--- src/rtl/pipelined_csel_adder_if.sv ---
// Stream interface for the pipelined carry-select adder.
// Handshake: a beat moves on a rising edge when valid and ready are both 1;
// valid must not depend on ready, and payload is only meaningful with valid=1.
interface pipelined_csel_adder_if #(
   parameter int WIDTH = 32
);
   logic             in_valid;
   logic             in_ready;
   logic [WIDTH-1:0] A;
   logic [WIDTH-1:0] B;
   logic             Cin;
   logic             Sub;
   logic             out_valid;
   logic             out_ready;
   logic [WIDTH-1:0] Sum;
   logic             Cout;
   logic             Ovf;

   // Upstream producer / downstream consumer side
   modport master (
      output in_valid, A, B, Cin, Sub, out_ready,
      input  in_ready, out_valid, Sum, Cout, Ovf
   );

   // Adder side
   modport slave (
      input  in_valid, A, B, Cin, Sub, out_ready,
      output in_ready, out_valid, Sum, Cout, Ovf
   );
endinterface

--- src/rtl/pipelined_csel_adder.sv ---
// Pipelined carry-select adder/subtractor with a valid/ready stream.
// The WIDTH/BLOCK carry-select blocks are split evenly over STAGES register
// stages; each stage finishes its share of blocks and forwards the partial
// sum, the block carry and the untouched operand bits to the next stage.
module pipelined_csel_adder #(
   parameter int WIDTH  = 32,
   parameter int BLOCK  = 4,
   parameter int STAGES = 2
) (
   input logic                 clk,
   input logic                 rst_n,
   pipelined_csel_adder_if.slave bus
);

   localparam int NBLK = WIDTH / BLOCK;
   localparam int BPS  = NBLK / STAGES;

   // Stage registers
   logic [STAGES-1:0] valid_q;
   logic [STAGES-1:0] carry_q;
   logic [WIDTH-1:0]  sum_q [STAGES];
   logic [WIDTH-1:0]  a_q   [STAGES];
   logic [WIDTH-1:0]  b_q   [STAGES];
   logic              msb_c_q;

   // Per-stage inputs and next-state values
   logic [STAGES-1:0] in_v;
   logic [STAGES-1:0] in_c;
   logic [WIDTH-1:0]  in_s  [STAGES];
   logic [WIDTH-1:0]  in_a  [STAGES];
   logic [WIDTH-1:0]  in_b  [STAGES];
   logic [STAGES-1:0] carry_d;
   logic [WIDTH-1:0]  sum_d [STAGES];
   logic              msb_c_d;

   // Block-level temporaries
   logic              st_c;
   logic [WIDTH-1:0]  st_s;
   logic [BLOCK-1:0]  blk_a;
   logic [BLOCK-1:0]  blk_b;
   logic [BLOCK:0]    s0;
   logic [BLOCK:0]    s1;
   logic [BLOCK:0]    sel;

   logic              adv;
   logic              unused_hi;

   // The whole pipe moves together; it only stalls when a result is held
   assign adv          = bus.out_ready | ~valid_q[STAGES-1];
   assign bus.in_ready = adv;

   assign bus.out_valid = valid_q[STAGES-1];
   assign bus.Sum       = sum_q[STAGES-1];
   assign bus.Cout      = carry_q[STAGES-1];
   assign bus.Ovf       = msb_c_q ^ carry_q[STAGES-1];

   // Operand bits above the final stage are never consumed
   assign unused_hi = ^{a_q[STAGES-1], b_q[STAGES-1]};

   // Stage inputs: stage 0 takes prepared operands from the ports, later
   // stages take the previous stage register
   always_comb begin
      in_a[0] = bus.A;
      in_b[0] = bus.Sub ? ~bus.B : bus.B;
      in_c[0] = bus.Sub | bus.Cin;
      in_s[0] = '0;
      in_v[0] = bus.in_valid;
      for (int k = 1; k < STAGES; k++) begin
         in_a[k] = a_q[k-1];
         in_b[k] = b_q[k-1];
         in_c[k] = carry_q[k-1];
         in_s[k] = sum_q[k-1];
         in_v[k] = valid_q[k-1];
      end
   end

   // Carry-select blocks: both carry-in cases per block, picked by the
   // rippled block carry; the carry into the MSB is captured for overflow
   always_comb begin
      msb_c_d = msb_c_q;
      st_c    = 1'b0;
      st_s    = '0;
      blk_a   = '0;
      blk_b   = '0;
      s0      = '0;
      s1      = '0;
      sel     = '0;
      for (int k = 0; k < STAGES; k++) begin
         st_c = in_c[k];
         st_s = in_s[k];
         for (int j = 0; j < BPS; j++) begin
            blk_a = in_a[k][(k*BPS+j)*BLOCK +: BLOCK];
            blk_b = in_b[k][(k*BPS+j)*BLOCK +: BLOCK];
            s0    = {1'b0, blk_a} + {1'b0, blk_b};
            s1    = {1'b0, blk_a} + {1'b0, blk_b} + {{BLOCK{1'b0}}, 1'b1};
            sel   = st_c ? s1 : s0;
            st_s[(k*BPS+j)*BLOCK +: BLOCK] = sel[BLOCK-1:0];
            if (k*BPS + j == NBLK - 1) begin
               msb_c_d = blk_a[BLOCK-1] ^ blk_b[BLOCK-1] ^ sel[BLOCK-1];
            end
            st_c = sel[BLOCK];
         end
         sum_d[k]   = st_s;
         carry_d[k] = st_c;
      end
   end

   // Stage registers: valid bits advance with the pipe, data only loads
   // behind a real transaction so the outputs hold across bubbles
   always_ff @(posedge clk or negedge rst_n) begin
      if (!rst_n) begin
         valid_q <= '0;
         carry_q <= '0;
         msb_c_q <= 1'b0;
         for (int k = 0; k < STAGES; k++) begin
            sum_q[k] <= '0;
            a_q[k]   <= '0;
            b_q[k]   <= '0;
         end
      end else if (adv) begin
         valid_q <= in_v;
         for (int k = 0; k < STAGES; k++) begin
            if (in_v[k]) begin
               sum_q[k]   <= sum_d[k];
               carry_q[k] <= carry_d[k];
               a_q[k]     <= in_a[k];
               b_q[k]     <= in_b[k];
            end
         end
         if (in_v[STAGES-1]) begin
            msb_c_q <= msb_c_d;
         end
      end
   end

endmodule

--- src/flat_wrapper.sv ---
// flat-port wrapper written by rule: the top's interface ports become plain ports
module pipelined_csel_adder_flat 
#(
   parameter int WIDTH  = 32,
   parameter int BLOCK  = 4,
   parameter int STAGES = 2
)
  (clk, rst_n, bus_in_valid, bus_A, bus_B, bus_Cin, bus_Sub, bus_out_ready, bus_in_ready, bus_out_valid, bus_Sum, bus_Cout, bus_Ovf);
  pipelined_csel_adder_if #(.WIDTH(WIDTH)) bus_i ();
  input logic clk;
  input logic rst_n;
  input wire logic [$bits(bus_i.in_valid)-1:0] bus_in_valid;
  input wire logic [$bits(bus_i.A)-1:0] bus_A;
  input wire logic [$bits(bus_i.B)-1:0] bus_B;
  input wire logic [$bits(bus_i.Cin)-1:0] bus_Cin;
  input wire logic [$bits(bus_i.Sub)-1:0] bus_Sub;
  input wire logic [$bits(bus_i.out_ready)-1:0] bus_out_ready;
  output wire logic [$bits(bus_i.in_ready)-1:0] bus_in_ready;
  output wire logic [$bits(bus_i.out_valid)-1:0] bus_out_valid;
  output wire logic [$bits(bus_i.Sum)-1:0] bus_Sum;
  output wire logic [$bits(bus_i.Cout)-1:0] bus_Cout;
  output wire logic [$bits(bus_i.Ovf)-1:0] bus_Ovf;
  assign bus_i.in_valid = bus_in_valid;
  assign bus_i.A = bus_A;
  assign bus_i.B = bus_B;
  assign bus_i.Cin = bus_Cin;
  assign bus_i.Sub = bus_Sub;
  assign bus_i.out_ready = bus_out_ready;
  assign bus_in_ready = bus_i.in_ready;
  assign bus_out_valid = bus_i.out_valid;
  assign bus_Sum = bus_i.Sum;
  assign bus_Cout = bus_i.Cout;
  assign bus_Ovf = bus_i.Ovf;
  pipelined_csel_adder #(.WIDTH(WIDTH), .BLOCK(BLOCK), .STAGES(STAGES)) u_core (.clk(clk), .rst_n(rst_n), .bus(bus_i));
endmodule
--- config.mk ---
export PLATFORM = sky130hd
export DESIGN_NAME = pipelined_csel_adder_flat
export DESIGN_NICKNAME = d
export VERILOG_FILES = /design/src/rtl/pipelined_csel_adder_if.sv /design/src/rtl/pipelined_csel_adder.sv /design/src/flat_wrapper.sv
export SDC_FILE = /design/constraint.sdc
export NUM_CORES = 1
export LEC_CHECK = 0
export ABC_CLOCK_PERIOD_IN_PS = 4600
export BUFFER_PORTS_ARGS = -buffer_cell sky130_fd_sc_hd__buf_2
export CORE_AREA = 2 2 106 108
export CTS_BUF_LIST = sky130_fd_sc_hd__clkbuf_8
export CTS_CLUSTER_SIZE = 25
export DETAILED_ROUTE_END_ITERATION = 16
export DIE_AREA = 0 0 108 110
export PLACE_DENSITY = 0.75
export SKIP_LAST_GASP = 1
export SYNTH_ARGS = -nofsm -noshare
export SYNTH_HDL_FRONTEND = slang
export SYNTH_SLANG_ARGS = --single-unit
--- constraint.sdc ---
create_clock -name clk -period 4.6 [get_ports clk]
set_clock_uncertainty 0.2 [all_clocks]
set_input_delay 0.46 -clock clk [delete_from_list [all_inputs] [get_ports clk]]
set_output_delay 0.46 -clock clk [all_outputs]
set_load 0.02 [all_outputs]
### Word-level counts from Yosys, hierarchy flattened

Cells that the tools add are included.

| cells by class | value |
|---|---|
| $add $sub $neg | 16 |
| mux-type cells | 9 |
| bitwise logic cells | 7 |
| reduce and logical (&&, ||, !) cells | 2 |

Operators with widths:

| kind | number |
|---|---|
| $add A4 B4 Y5 | 8 |
| $add A5 B1 Y5 const B | 8 |
| $mux W5 | 8 |
| $mux W32 | 1 |
| $not A32 Y32 | 1 |
| $reduce_and A2 Y1 | 2 |
| $xor A1 B1 Y1 | 3 |
| $or A1 B1 Y1 | 2 |
| $not A1 Y1 | 1 |

| storage, ports and cells | value |
|---|---|
| bits in registers | 117 |
| input bits | 70 |
| output and inout port bits | 36 |
| logic and storage cells | 42 |

### Depth between registers and ports, before layout

| logic depth | value |
|---|---|
| depth in word-level cells | 8 |
| gate-level depth with buffers | 17 |
| depth with buffers taken out | 15 |

### Worst setup path after synthesis

OpenSTA, ideal clock, no wires.

| path | value |
|---|---|
| path type | input to register |
| start | in bus_Sub |
| end | reg u_core.sum_q, in the netlist u_core.in_s[15] |
| setup time | 69 ps |
| arrival | 3,941 ps |
| data required time | 4,331 ps |
| path slack | 390 ps |
| stages on the path | 17 |
| path buffers | 2 |
| cells stage by stage | buf_2 buf_1 xor2_1 ha_1 inv_1 fa_1 inv_1 ha_1 o21ai_2 nor2_1 or4b_4 nand3_4 nand4_4 mux2_4 xor2_4 or3_1 nand3_1 |

| on the way | value |
|---|---|
| word-level cells in the longest chain between the ends | 7 |
| elaborated cells between the ends (all ways) | 14 |
| those cells by class | 8 x add/sub; 5 x mux; 1 x bitwise |

RTL lines:

| element | line | RTL |
|---|---|---|
| from (decl) | flat_wrapper.sv:16 | `input wire logic [$bits(bus_i.Sub)-1:0] bus_Sub;` |
| $mux W32 | pipelined_csel_adder.sv:64 | `in_b[0] = bus.Sub ? ~bus.B : bus.B;` |
| $add A4 B4 Y5 | pipelined_csel_adder.sv:94, pipelined_csel_adder.sv:95 |  |
| $add A5 B1 Y5 | pipelined_csel_adder.sv:95 | `s1 = {1'b0, blk_a} + {1'b0, blk_b} + {{BLOCK{1'b0}}, 1'b1};` |
| $mux W5 (3 in a row) | pipelined_csel_adder.sv:96 | `sel = st_c ? s1 : s0;` |
| $mux W5 (*) | pipelined_csel_adder.sv:96 |  |
| to (signal, indexed assignment) | pipelined_csel_adder.sv:124 | `sum_q[k] <= sum_d[k];` |
| to (decl) | pipelined_csel_adder.sv:21 | `logic [WIDTH-1:0] sum_q [STAGES];` |

Every way passes the cells marked *; elsewhere a longest branch is shown, timed or not.
A chain may end at the register's enable or synchronous reset.

### Worst setup path in the final report

Ends and elaborated chain as after synthesis.

==> flow_results.xml <==
<?xml version="1.0" encoding="UTF-8"?>
<metrics>
  <group name="layout">
    <metric name="nFillCells" unit="">945</metric>
    <metric name="n_antenna_cell" unit="">0</metric>
    <metric name="ratio_of_cells_with_drive_above_1_in_the_final_layout" unit="">0.274</metric>
    <metric name="final-instance-count-excl-fill" unit="">745</metric>
    <metric name="layout.cells.most_common" unit="">buf_2</metric>
    <metric name="layout_common_cells" unit="">buf_2, dfrtp_1, nand2_1, o21ai_0, ha_1</metric>
    <metric name="area_occupied_by_multi_input_gates" unit="mm²">0.00294</metric>
    <metric name="sequential_cell_area" unit="mm²">0.00213</metric>
    <metric name="area_grow_syn2layout" unit="%">16.5</metric>
    <metric name="num-nets-final" unit="">719</metric>
  </group>
  <group name="sta">
    <metric name="worst_slew_pin_slew" unit="ns">1.06</metric>
    <metric name="finalSetupViolations" unit="">0</metric>
    <metric name="max_freq" unit="MHz">278</metric>
    <metric name="post-route-min-period" unit="ns">3.60</metric>
    <metric name="max_slew_margin_vs_limit" unit="">0.290</metric>
    <metric name="final_max_slew_viol_count" unit="">0</metric>
    <metric name="layout_worst_path_cycle_share" unit="">0.782</metric>
    <metric name="rsz_0062_raised_after_global_routing" unit="">false</metric>
    <metric name="tns" unit="ns">0</metric>
    <metric name="hold_violations" unit="">0</metric>
  </group>
  <group name="setup_path">
    <metric name="worstPathCellList" unit="">buf_2, xor2_1, ha_1, inv_1, fa_1, inv_1, ha_1, o21ai_2, nor2_1, or4b_4, nand3_4, nand4_4, mux2_4, xor2_4, or3_1, nand3_1</metric>
    <metric name="cp_data_required_time" unit="ns">4.68</metric>
    <metric name="worstPathArrival" unit="ns">3.68</metric>
    <metric name="worstPathMaxFanout" unit="">8</metric>
    <metric name="setup.worst_path.start_class" unit="">input port</metric>
    <metric name="cp_slowest_stage_delay" unit="ns">0.49</metric>
    <metric name="timing.critical_path.to_type" unit="">flop</metric>
    <metric name="critPathKind" unit="">in -&gt; reg</metric>
    <metric name="timing.critical_path.slowest_stage_cell" unit="">or4b_4</metric>
  </group>
  <group name="logic_synthesis">
    <metric name="ys_types" unit="">52</metric>
    <metric name="syn-mean-instance-area" unit="µm²">10.4</metric>
    <metric name="largest_family_of_logic_cells_by_synthesized_area" unit="">XOR/XNOR gates</metric>
    <metric name="synth_simple_gate_area_share" unit="">0.119</metric>
    <metric name="ys_dominant_reg_cell" unit="">dfrtp_1</metric>
    <metric name="count_of_flip_flops_with_a_built_in_enable_after_synthesis" unit="">0</metric>
    <metric name="ff_latch_count_synth" unit="">85</metric>
    <metric name="synth_area_in_compound_gates" unit="">0.108</metric>
    <metric name="asyncSetResetFlopFracSynth" unit="">1.00</metric>
    <metric name="synth_cells" unit="">504</metric>
    <metric name="synth_sequential_area_ratio" unit="">0.406</metric>
    <metric name="synth_xor_area_frac" unit="">0.130</metric>
    <metric name="synth.mux.area_fraction" unit="">0.0786</metric>
    <metric name="synthesis.nets" unit="">622</metric>
    <metric name="synth-adder-area-share" unit="">0.126</metric>
    <metric name="yosysWarningCount" unit="">0</metric>
    <metric name="mappedNetlistArea" unit="mm²">0.00524</metric>
  </group>
  <group name="place">
    <metric name="place_congestion" unit="">0.850</metric>
    <metric name="detailed_place_hpwl" unit="µm">7740</metric>
    <metric name="placement.io_buffers" unit="">105</metric>
    <metric name="place_inst" unit="">730</metric>
  </group>
  <group name="power">
    <metric name="powerDensity" unit="mW/mm²">512</metric>
    <metric name="vdd_drop_max" unit="mV">0.241</metric>
    <metric name="p_leak" unit="µW">0.00295</metric>
  </group>
  <group name="flow_run">
    <metric name="max-cap-violations" unit="">0</metric>
  </group>
  <group name="grt">
    <metric name="grt_pass1_wl" unit="µm">17400</metric>
    <metric name="number_of_global_route_vias_before_repair" unit="">3834</metric>
    <metric name="grt.overflow.total" unit="">0</metric>
    <metric name="grt_util_all_layers" unit="">0.185</metric>
    <metric name="grt_antenna_before_repair" unit="">0</metric>
    <metric name="grt_max_degree" unit="">86</metric>
  </group>
  <group name="die">
    <metric name="floorplan.die_area" unit="mm²">0.0119</metric>
    <metric name="dieWidth" unit="µm">108</metric>
    <metric name="placeableCoreArea" unit="mm²">0.0107</metric>
    <metric name="placement_rows" unit="">38</metric>
    <metric name="initial_utilization" unit="">0.489</metric>
    <metric name="die_height" unit="µm">110</metric>
    <metric name="io-pin-count" unit="">106</metric>
  </group>
  <group name="clocking">
    <metric name="postCtsSetupBuffers" unit="">0</metric>
    <metric name="clockRootBuffer" unit="">clkbuf_8</metric>
    <metric name="clock_latency_at_the_later_pin_of_the_worst_skew_pair" unit="ns">0.35</metric>
    <metric name="numCtsBuffers" unit="">9</metric>
    <metric name="cts_sinks" unit="">85</metric>
    <metric name="cts-resized-gates" unit="">0</metric>
    <metric name="cts_tree" unit="">done</metric>
    <metric name="cts-htree-levels" unit="">3</metric>
    <metric name="max-clock-path-buffers" unit="">2</metric>
    <metric name="hold_buffers" unit="">0</metric>
    <metric name="clk_transition_reported_paths" unit="ns">0.09</metric>
  </group>
  <group name="detailed_routing">
    <metric name="ant_nets" unit="">0</metric>
    <metric name="drt_wl_total" unit="µm">10200</metric>
    <metric name="final_routed_wire_length_divided_by_cell_count" unit="µm">13.7</metric>
    <metric name="firstDrtPassIters" unit="">4</metric>
    <metric name="via_count" unit="">3804</metric>
    <metric name="first_iter_violations" unit="">136</metric>
    <metric name="drc" unit="">0</metric>
    <metric name="average_vias_per_placed_instance" unit="">5.11</metric>
  </group>
  <group name="min_path">
    <metric name="holdCritPathClass" unit="">in -&gt; async</metric>
  </group>
  <group name="status">
    <metric name="run_status" unit="">finished clean</metric>
  </group>
</metrics>
-- cell usage after synthesis (3+ instances only) --
cell | instances | share of area
nand4b_1 | 3 | 0.0050
nor2_1 | 13 | 0.0093
mux2_2 | 29 | 0.062
nand3_1 | 9 | 0.0086
mux2i_1 | 7 | 0.013
fa_1 | 8 | 0.031
a21o_1 | 13 | 0.019
o21ai_0 | 49 | 0.047
a21oi_1 | 25 | 0.024
buf_1 | 5 | 0.0036
clkbuf_1 | 13 | 0.0093
xnor2_1 | 34 | 0.057
nand2b_1 | 3 | 0.0036
nor3_1 | 3 | 0.0029
dfrtp_1 | 85 | 0.41
ha_1 | 40 | 0.096
nand4_1 | 8 | 0.0096
nand2_1 | 60 | 0.043
inv_1 | 23 | 0.016
xor2_1 | 37 | 0.062
-- state kept, by name (all words and copies together) (netlist names) --
| register | flops |
|---|---|
| u_core.carry_q | 2 |
| u_core.bus.Sum | 32 |
| u_core.a_q | 16 |
| u_core.valid_q | 2 |
| u_core.in_s | 16 |
| u_core.b_q | 16 |
| u_core.msb_c_q | 1 |
-- metal layers --
layer | track usage | up-vias | share of wire
met5 | 0 | - | 0
li1 | - | 1924 | -
met2 | 0.326 | 96 | 0.48
met4 | 0.0650 | 0 | 0.018
met1 | 0.225 | 1766 | 0.44
met3 | 0.0406 | 18 | 0.058
-- power by group --
| part | leakage, µW | internal [µW] | switching (µW) |
|---|---|---|---|
| logic | 0.00180 | 582 | 802 |
| registers | 0.00103 | 996 | 136 |
| clock network | 0.000115 | 348 | 263 |
-- stage by stage --
step           total power, µW  instance area, µm²  utilization  hold WS [ns]  worst slack (ns)
2_1_floorplan             2150                5240            -       -0.0356             0.390
3_3_place_gp              2480                5870        0.549         0.257             0.772
3_5_place_dp              2540                5870        0.549         0.266             0.676
4_1_cts                   3160                6100        0.570         0.108              1.01
5_1_grt                   3370                6100        0.570         0.121             0.880
6_report                  3130                6100        0.570        0.0713              1.00
-- kinds of logic after synthesis --
logic type      after synthesis
simple gates                120
compound gates               97
flops                        85
xor+xnor                     74
fa+ha+maj                    48
buf+inv                      43
mux                          37
-- worst max-delay path, delay by kind of cell --
family                     cells  cell delay (ns)
buffers and inverters          3             0.29
muxes                          1             0.35
AOI/OAI and AO/OA              1             0.07
adders and majority gates      3             0.78
and+or+nand+nor                6             1.37
xor gates and xnor gates       2             0.34
-- layout make-up --
cell class | instances | share of cell area
Clock buffer | 12 | 0.0271
Clock inverter | 3 | 0.0111
Inverter | 23 | 0.0142
Multi-Input combinational cell | 376 | 0.483
Sequential cell | 85 | 0.349
Tap cell | 140 | 0.0287
Timing Repair Buffer | 106 | 0.0878
-- worst paths after layout --
path	start	end	slack [ns]	depth (start not counted)
min	rst_n	u_core.bus.Sum[27]$_DFFE_PN0P_	0.07	1
max in group asynchronous	rst_n	u_core.a_q[55]$_DFFE_PN0P_	3.45	1
max reg2reg	u_core.b_q[48]$_DFFE_PN0P_	u_core.carry_q[1]$_DFFE_PN0P_	1.09	11
min in group clk	bus_A[25]	u_core.a_q[57]$_DFFE_PN0P_	0.12	3
min reg2reg	u_core.bus.Sum[22]$_DFFE_PN0P_	u_core.bus.Sum[22]$_DFFE_PN0P_	0.28	2
max	bus_Sub	u_core.in_s[15]$_DFFE_PN0P_	1.00	16
Power figures use the tool's default switching activity.
